$ cat src/rtl/ksched_pkg.sv
// Shared types, sizes and the LFSR step for the S-box/round-key table sequencer.
package ksched_pkg;

   typedef enum logic [1:0] {
      IDLE,
      GEN,
      READY
   } state_t;

   localparam int unsigned NUM_KEYS = 16;
   localparam int unsigned KEY_W    = 128;
   localparam logic [7:0]  DEF_SEED = 8'h1D;

   function automatic logic [7:0] lfsr8_next(input logic [7:0] v);
      return {v[4] ^ v[3] ^ v[2] ^ v[0], v[7:1]};
   endfunction

endpackage

$ cat src/rtl/sbox_lfsr8.sv
// 8-bit LFSR byte source: loads the seed on command, steps once per enabled cycle.
module sbox_lfsr8
   import ksched_pkg::*;
(
   input  logic       clk,
   input  logic       rst_an,
   input  logic       load,
   input  logic       step,
   input  logic [7:0] seed,
   output logic [7:0] value,
   output logic       seed_zero
);

   // An all-zero seed locks the LFSR at zero, so the controller refuses it.
   assign seed_zero = (seed == '0);

   always_ff @(posedge clk or negedge rst_an) begin
      if (!rst_an) begin
         value <= '0;
      end else if (load) begin
         value <= seed;
      end else if (step) begin
         value <= lfsr8_next(value);
      end
   end

endmodule

$ cat src/rtl/sbox_key_ctrl.sv
// Table-fill sequencer and two-port round-robin round-key reader.
// Optional byte lookup port enabled by defining SBOX_LOOKUP_EN.
module sbox_key_ctrl
   import ksched_pkg::*;
(
   input  logic             clk,
   input  logic             rst_an,
   input  logic             start,
   input  logic             use_seed,
   input  logic [7:0]       seed,
   output logic             busy,
   output logic             done,
   output logic             err,
   input  logic             req0,
   input  logic             req1,
   input  logic [3:0]       idx0,
   input  logic [3:0]       idx1,
   output logic             gnt0,
   output logic             gnt1,
   output logic             key_vld,
   output logic [KEY_W-1:0] key_out,
   output logic             key_src,
   output logic [3:0]       key_idx
`ifdef SBOX_LOOKUP_EN
   ,
   input  logic             sb_rd,
   input  logic [7:0]       sb_addr,
   output logic [7:0]       sb_data
`endif
);

   state_t           state;
   logic [7:0]       cnt;
   logic             last_gnt;
   logic [7:0]       eff_seed;
   logic [7:0]       lfsr_val;
   logic             seed_zero;
   logic             start_ok;
   logic             xfer;
   logic [3:0]       sel_idx;
   // Row k holds key k; byte n[3:0]==0 of a row sits in the top byte lane.
   logic [15:0][7:0] tbl [NUM_KEYS];

   assign eff_seed = use_seed ? seed : DEF_SEED;
   assign start_ok = start && (state != GEN) && !seed_zero;
   assign busy     = (state == GEN);

   sbox_lfsr8 u_lfsr (
      .clk      (clk),
      .rst_an   (rst_an),
      .load     (start_ok),
      .step     (state == GEN),
      .seed     (eff_seed),
      .value    (lfsr_val),
      .seed_zero(seed_zero)
   );

   // last_gnt==1 means requester 1 was served most recently, so req0 wins a tie.
   always_comb begin
      gnt0 = 1'b0;
      gnt1 = 1'b0;
      if (state == READY && !start_ok) begin
         if (req0 && req1) begin
            gnt0 = last_gnt;
            gnt1 = !last_gnt;
         end else begin
            gnt0 = req0;
            gnt1 = req1;
         end
      end
   end

   assign xfer    = gnt0 | gnt1;
   assign sel_idx = gnt1 ? idx1 : idx0;

   always_ff @(posedge clk or negedge rst_an) begin
      if (!rst_an) begin
         state    <= IDLE;
         cnt      <= '0;
         done     <= 1'b0;
         err      <= 1'b0;
         last_gnt <= 1'b1;
      end else begin
         done <= 1'b0;
         err  <= 1'b0;
         case (state)
            GEN: begin
               cnt <= cnt + 8'd1;
               if (cnt == 8'hFF) begin
                  state <= READY;
                  done  <= 1'b1;
               end
            end
            default: begin
               if (start) begin
                  if (seed_zero) begin
                     err <= 1'b1;
                  end else begin
                     state <= GEN;
                     cnt   <= '0;
                  end
               end
            end
         endcase
         if (xfer) begin
            last_gnt <= gnt1;
         end
      end
   end

   // Table storage is deliberately unreset; READY alone marks it valid.
   always_ff @(posedge clk) begin
      if (state == GEN) begin
         tbl[cnt[7:4]][~cnt[3:0]] <= lfsr_val;
      end
   end

   always_ff @(posedge clk or negedge rst_an) begin
      if (!rst_an) begin
         key_vld <= 1'b0;
         key_out <= '0;
         key_src <= 1'b0;
         key_idx <= '0;
      end else begin
         key_vld <= xfer;
         if (xfer) begin
            key_out <= tbl[sel_idx];
            key_src <= gnt1;
            key_idx <= sel_idx;
         end
      end
   end

`ifdef SBOX_LOOKUP_EN
   always_ff @(posedge clk or negedge rst_an) begin
      if (!rst_an) begin
         sb_data <= '0;
      end else if (state == READY && sb_rd) begin
         sb_data <= tbl[sb_addr[7:4]][~sb_addr[3:0]];
      end
   end
`endif

endmodule

$ cat config.mk
export PLATFORM = sky130hd
export DESIGN_NAME = sbox_key_ctrl
export DESIGN_NICKNAME = d
export VERILOG_FILES = /design/src/rtl/ksched_pkg.sv /design/src/rtl/sbox_lfsr8.sv /design/src/rtl/sbox_key_ctrl.sv
export SDC_FILE = /design/constraint.sdc
export NUM_CORES = 2
export LEC_CHECK = 0
export BUFFER_PORTS_ARGS = -buffer_cell sky130_fd_sc_hd__buf_2
export CORE_ASPECT_RATIO = 1.1
export CORE_MARGIN = 4
export CORE_UTILIZATION = 55
export CTS_CLUSTER_DIAMETER = 50
export DETAILED_ROUTE_END_ITERATION = 7
export HOLD_SLACK_MARGIN = 0.12
export PLACE_DENSITY = 0.79
export RECOVER_POWER = 50
export SLEW_MARGIN = 40
export SYNTH_ARGS = -nofsm -noshare
export SYNTH_HDL_FRONTEND = slang
export SYNTH_SLANG_ARGS = --single-unit
export TNS_END_PERCENT = 5
$ cat constraint.sdc
create_clock -name clk -period 4.9 [get_ports clk]
set_input_delay 0 -clock clk [delete_from_list [all_inputs] [get_ports clk]]
set_output_delay 0 -clock clk [all_outputs]
set_load 0.02 [all_outputs]
After elaboration in Yosys (flattened, before gate mapping)
Memories as Yosys holds them, arrays and structs flattened. A register that Yosys moved wholly into a read port is not among the register bits.
Cells that the tools add are included.
{"block": "totals", "reg_bits": 27, "input_bits": 22, "wordCells": 62, "ram_bits": 2048, "n_memories": 1}
{"block": "op_classes", "addsub": 1, "bitwise_logic": 5, "n_eq_ne": 6, "n_mux": 24, "order_cmp": 2, "reduce_logical": 14}
{"memory": "tbl", "depth": 16, "word_bits": 128, "rd": 1, "rd_ports_with_merged_regs": 1, "wr": 1, "line": "sbox_key_ctrl.sv:42", "source": "logic [15:0][7:0] tbl [NUM_KEYS];"}
{"operator": "2-to-1 mux 128 bit", "n": 1}
{"operator": "2-to-1 mux 8 bit", "n": 7}
{"operator": "demux 8 bit (select 4 bit)", "n": 1}
{"operator": "2-to-1 mux 1 bit", "n": 10}
{"operator": "adder 8 x 1 -> 8 bit, second input constant", "n": 1}
{"operator": "== test 8 bit, second input constant", "n": 1}
{"operator": "zero test 8 bit", "n": 1}
{"operator": "2-to-1 mux 2 bit", "n": 4}
{"operator": "logical AND 1 bit", "n": 5}
{"operator": "less-than comparator 4 x 5 -> 1 bit, second input constant", "n": 1}
{"operator": "greater-or-equal comparator 4 x 1 -> 1 bit, second input constant", "n": 1}
{"operator": "zero test 1 bit", "n": 4}
{"operator": "2-to-1 mux 4 bit", "n": 1}
{"operator": "inequality test 2 x 1 -> 1 bit, second input constant", "n": 2}
{"operator": "inverter 4 bit", "n": 1}
{"operator": "nonzero test 2 bit", "n": 2}
{"operator": "AND reduction 3 bit", "n": 1}
{"operator": "bitwise XOR 1 bit", "n": 3}
{"operator": "== test 2 x 1 -> 1 bit, second input constant", "n": 1}
{"operator": "== test 2 bit, second input constant", "n": 1}
{"operator": "inequality test 2 bit, second input constant", "n": 1}
{"operator": "AND reduction 2 bit", "n": 1}
{"operator": "bitwise OR 1 bit", "n": 1}

Longest topological paths before layout
{"block": "depth", "ltp_word": 8, "mapped_depth": 12, "mapped_depth_nobuf": 8}

Hierarchy
From an unflattened synthesis, not the netlist that was laid out.
{"block": "unflattened", "cells_unflattened": 7885, "hier_area_um2": 98160.4}
{"module": "sbox_key_ctrl", "cells_per_inst": 7844, "n_inst": 1, "area_per_inst_um2": 97750.0}
{"module": "sbox_lfsr8", "cells_per_inst": 41, "n_inst": 1, "area_per_inst_um2": 410.4}

Worst setup path after synthesis
Ideal clock, no wire load.
{"block": "synth_timing", "path_type": "flip-flop to flip-flop", "startpoint": "reg u_lfsr.value[2]", "endpoint": "reg u_lfsr.value[7]", "setup_time_ns": 0.132, "path_stages_with_launch": 5, "slack_ns": 0.751, "arrival_ns": 4.018, "synth_period_minus_slack_ns": 4.149, "path_buffers": 0, "path_cell_list": "dfrtp_1 -> xnor2_1 -> xnor2_1 -> o22ai_1 -> o31a_1"}
{"block": "synth_between", "elab_chain_cells": 4}
{"item": "start: declaration", "line": "sbox_lfsr8.sv:10", "source": "output logic [7:0] value,"}
{"item": "start signal: assignment", "line": "sbox_lfsr8.sv:23", "source": "value <= lfsr8_next(value);"}
{"item": "bitwise XOR 1 bit (2 in a row)", "line": "ksched_pkg.sv:15", "source": "return {v[4] ^ v[3] ^ v[2] ^ v[0], v[7:1]};"}
{"item": "2-to-1 mux 8 bit", "line": "sbox_lfsr8.sv:22", "source": "end else if (step) begin"}
{"item": "2-to-1 mux 8 bit", "line": "sbox_lfsr8.sv:20", "source": "end else if (load) begin"}
Every way passes these cells. The select of a mux whose other input is x is not followed.
A chain may end at the register's enable or synchronous reset.

Worst setup path after layout
{"block": "layout_timing", "startpoint": "reg u_lfsr.value[1]", "endpoint": "mem tbl[0][33] in the netlist's numbering, data pin"}
{"item": "end: declaration", "line": "sbox_key_ctrl.sv:42"}
Straight into the memory's write port.

==> results_dict.tcl <==
set metrics [dict create \
    first_global_vias 53299 \
    num-fill-cells 10485 \
    synth-simple-area-share_pct 9.691 \
    synth_top_family_by_area "simple AND/OR/NAND/NOR gates" \
    htreeDepth 4 \
    grt_remaining_overflow 0 \
    critPathArrivalTime_ns 4.73 \
    ys_async_sr_fraction_pct 7.036 \
    synth_compound_area_share_pct 7.072 \
    dpl_worst_slack_ns 1.088 \
    rrSetupSlack_ns 0.56 \
    min_period_ns 4.337 \
    dieArea_mm2 0.1622 \
    synth_top_cell_by_area "edfxtp_1" \
    cp-end-kind "flip-flop" \
    crit_buf_inv 2 \
    fin_crit_sh_pct 88.50 \
    powerDensity_mw_per_mm2 458.6 \
    layout-drive-gt1-share_pct 10.69 \
    yosysSeqAreaShare_pct 76.28 \
    die_w_um 384.4 \
    cpMaxStageDelayCell "clkbuf_1" \
    critical_path_depth 2 \
    port_buffers 160 \
    start_util_pct 55.53 \
    synthDistinctLibCells 72 \
    violations "DRC, capacitance limit, slew limit" \
    grt_antenna_before_repair 13 \
    holdPathStages 6 \
    dp_hpwl_um 141500 \
    crit_fanout 37 \
    root_buffer "clkbuf_16" \
    netlist_instances 5832 \
    regArea_mm2 0.06538 \
    drv_slew 1539 \
    rows 151 \
    drc 1 \
    path_class "flip-flop to flip-flop" \
    clock_path_buffers 3 \
    drt_iter0_drc 8903 \
    fin_worst_skew_ns 0.03587 \
    finalWorstSetupSlack_ns 0.5634 \
    finalNetCount 6111 \
    required_ns 5.29 \
    critPathMaxStageDelay_ns 1.54 \
    cp_top_family "buffers and inverters" \
    clk-insertion-delay-late_ns 0.84 \
    io_pins 161 \
    gp_congestion 0.9088 \
    tightest_slew_ns 4.033 \
    drv_cap 23 \
    grt_pass1_wl_um 354000 \
    firstDrtPassIters 8 \
    num_vias 54910 \
    syn_avg_cell_area_um2 14.70 \
    synth_fa_ha_area_share_pct 0.05839 \
    grt_max_degree 193 \
    die_y_um 422.0 \
    synth_mux_area_share_pct 4.934 \
    hold_viol_final 0 \
    ys_ff_latch 2203 \
    synthTopCellsByArea "edfxtp_1, mux2i_1, dfrtp_1" \
    multiInputGateArea_mm2 0.01911 \
    slew_headroom_pct -168.9 \
    drt_wl_total_um 244700 \
    vdd_ir_drop_max_mv 0.4121 \
    area_growth_pct 12.99 \
    wl_per_cell_um 29.35 \
    synth_xor_area_share_pct 0.04087 \
    worstPathCellList "clkbuf_1 -> clkbuf_1" \
    netlist_area_mm2 0.08571 \
    track_usage_pct 29.63 \
    p_leak_uw 0.03367 \
    synthesis.nets 5858 \
    core_mm2 0.1544 \
    yosysWarnings 0 \
    ant_nets 0 \
    post_cts_resized 0 \
    fin_setup_tns_ns 0 \
    setup_viol 0 \
    cts.sink_count 2203 \
    status "finished, violations left" \
    grt_setup_unrepaired "false" \
    synth_common_cells "edfxtp_1, nand2_1, nand3_1" \
    path_common_cell "clkbuf_1" \
    synth_top_area_share_pct 71.75 \
    synthFlopType "edfxtp_1" \
    numCtsBuffers 197 \
    yosysMostFrequentCell "edfxtp_1" \
    r2r_cells 2 \
    vias_per_cell 6.586 \
    fmax_mhz 230.6 \
    clk_pin_slew_worst_paths_ns 0.06 \
    synth_edf_count 2048 \
    crit_path_start_kind "flip-flop" \
    hold_path.class "input port to flip-flop" \
    tritoncts "built" \
]
## cell usage in the layout (no fill, tap or decap), types with 26 or more instances in the layout
cell / synthesis / routed
edfxtp_1: 2048 / 2048
nand2_1: 928 / 921
nand3_1: 460 / 455
mux2i_1: 418 / 418
a21oi_1: 294 / 294
nor2_1: 319 / 249
clkbuf_16: 0 / 204
clkbuf_1: 245 / 201
buf_4: 13 / 179
dfrtp_1: 154 / 154
o21ai_0: 104 / 104
o22ai_1: 88 / 88
nor3_1: 85 / 84
a221o_1: 84 / 84
nor2_2: 1 / 68
a211o_1: 68 / 68
and3_1: 58 / 58
a211oi_1: 58 / 58
dlygate4sd3_1: 0 / 40
clkinv_2: 0 / 29
clkinv_1: 0 / 27
a41o_1: 26 / 26
o22a_1: 26 / 26
a41oi_1: 26 / 26
## worst min-delay path, stage by stage
cell,delay (ns)
buf_2,0.16
nand4b_1,0.15
and2_1,0.30
or3_1,0.17
a41o_1,0.18
a31o_1,0.09
## worst paths after layout
path                            startpoint           end
setup / recovery           u_lfsr.value[1]    tbl[0][33]
hold / removal                     idx1[0]  key_out[101]
setup reg to reg           u_lfsr.value[1]    tbl[0][33]
hold reg to reg                 key_idx[0]    key_idx[0]
max in group asynchronous           rst_an       key_vld
min in group asynchronous           rst_an  key_out[127]
## repair_timing
action / 4_1_cts / 5_1_grt
endpoints found under the hold margin: 198 / 0
hold buffers: 41 / 0
buffers inserted: 0 / 0
## routing by layer
| layer | up-vias | GRT usage (%) | wire length (µm) |
|---|---|---|---|
| li1 | 22637 | - | - |
| met1 | 26871 | 38.73 | 83800 |
| met2 | 4494 | 44.71 | 111400 |
| met3 | 900 | 9.288 | 34500 |
| met4 | 8 | 15.74 | 15030 |
| met5 | - | 0.02987 | 57 |
## power breakdown
part	leakage [µW]	internal, µW	total (µW)	switching, µW
registers	0.0206	23700	24100	479
logic	0.00988	662	4560	3890
clock network	0.00324	8920	15700	6800
total	0.0337	33200	44400	11200
## registers in the layout (all words and copies together), names as in the netlist
signal / flops
key_out: 128
state: 2
last_gnt: 1
key_idx: 4
key_src: 1
key_vld: 1
tbl: 2048
done: 1
u_lfsr.value: 8
err: 1
cnt: 8
## stage by stage
stage          instances  power (µW)  instance area, µm²  hold slack, ns  utilization [%]
6_report            8338       44420               96850          0.2662            62.74
3_3_place_gp        7899       28430               89750         0.02446            58.15
4_1_cts             8317       44080               96960          0.1740            62.81
5_1_grt             8324       45490               96820          0.2449            62.72
3_5_place_dp        7904       28690               89920         0.02331            58.25
2_1_floorplan       5832       26800               85710         -0.2956                -
## kinds of logic (layout without fill, tap and decap cells)
family | Yosys count | count (layout)
flip-flops | 2203 | 2203
other | 0 | 15
AO/OA/AOI/OAI | 878 | 878
AND/OR/NAND/NOR | 1928 | 1928
XOR/XNOR | 4 | 4
buffers and inverters | 393 | 819
multiplexers | 422 | 422
adder cells (fa/ha/maj) | 4 | 4
## area by class of cell
cell class,instances,share of cell area [%]
clock buffers,273,5.745
multi-input cells,3236,19.73
diodes,15,0.03876
well taps,2065,2.668
inverters,12,0.04651
repair buffers,435,3.186
clock inverters,99,1.081
flip-flops and latches,2203,67.51
Note: power is estimated with default switching activity, not from simulation.
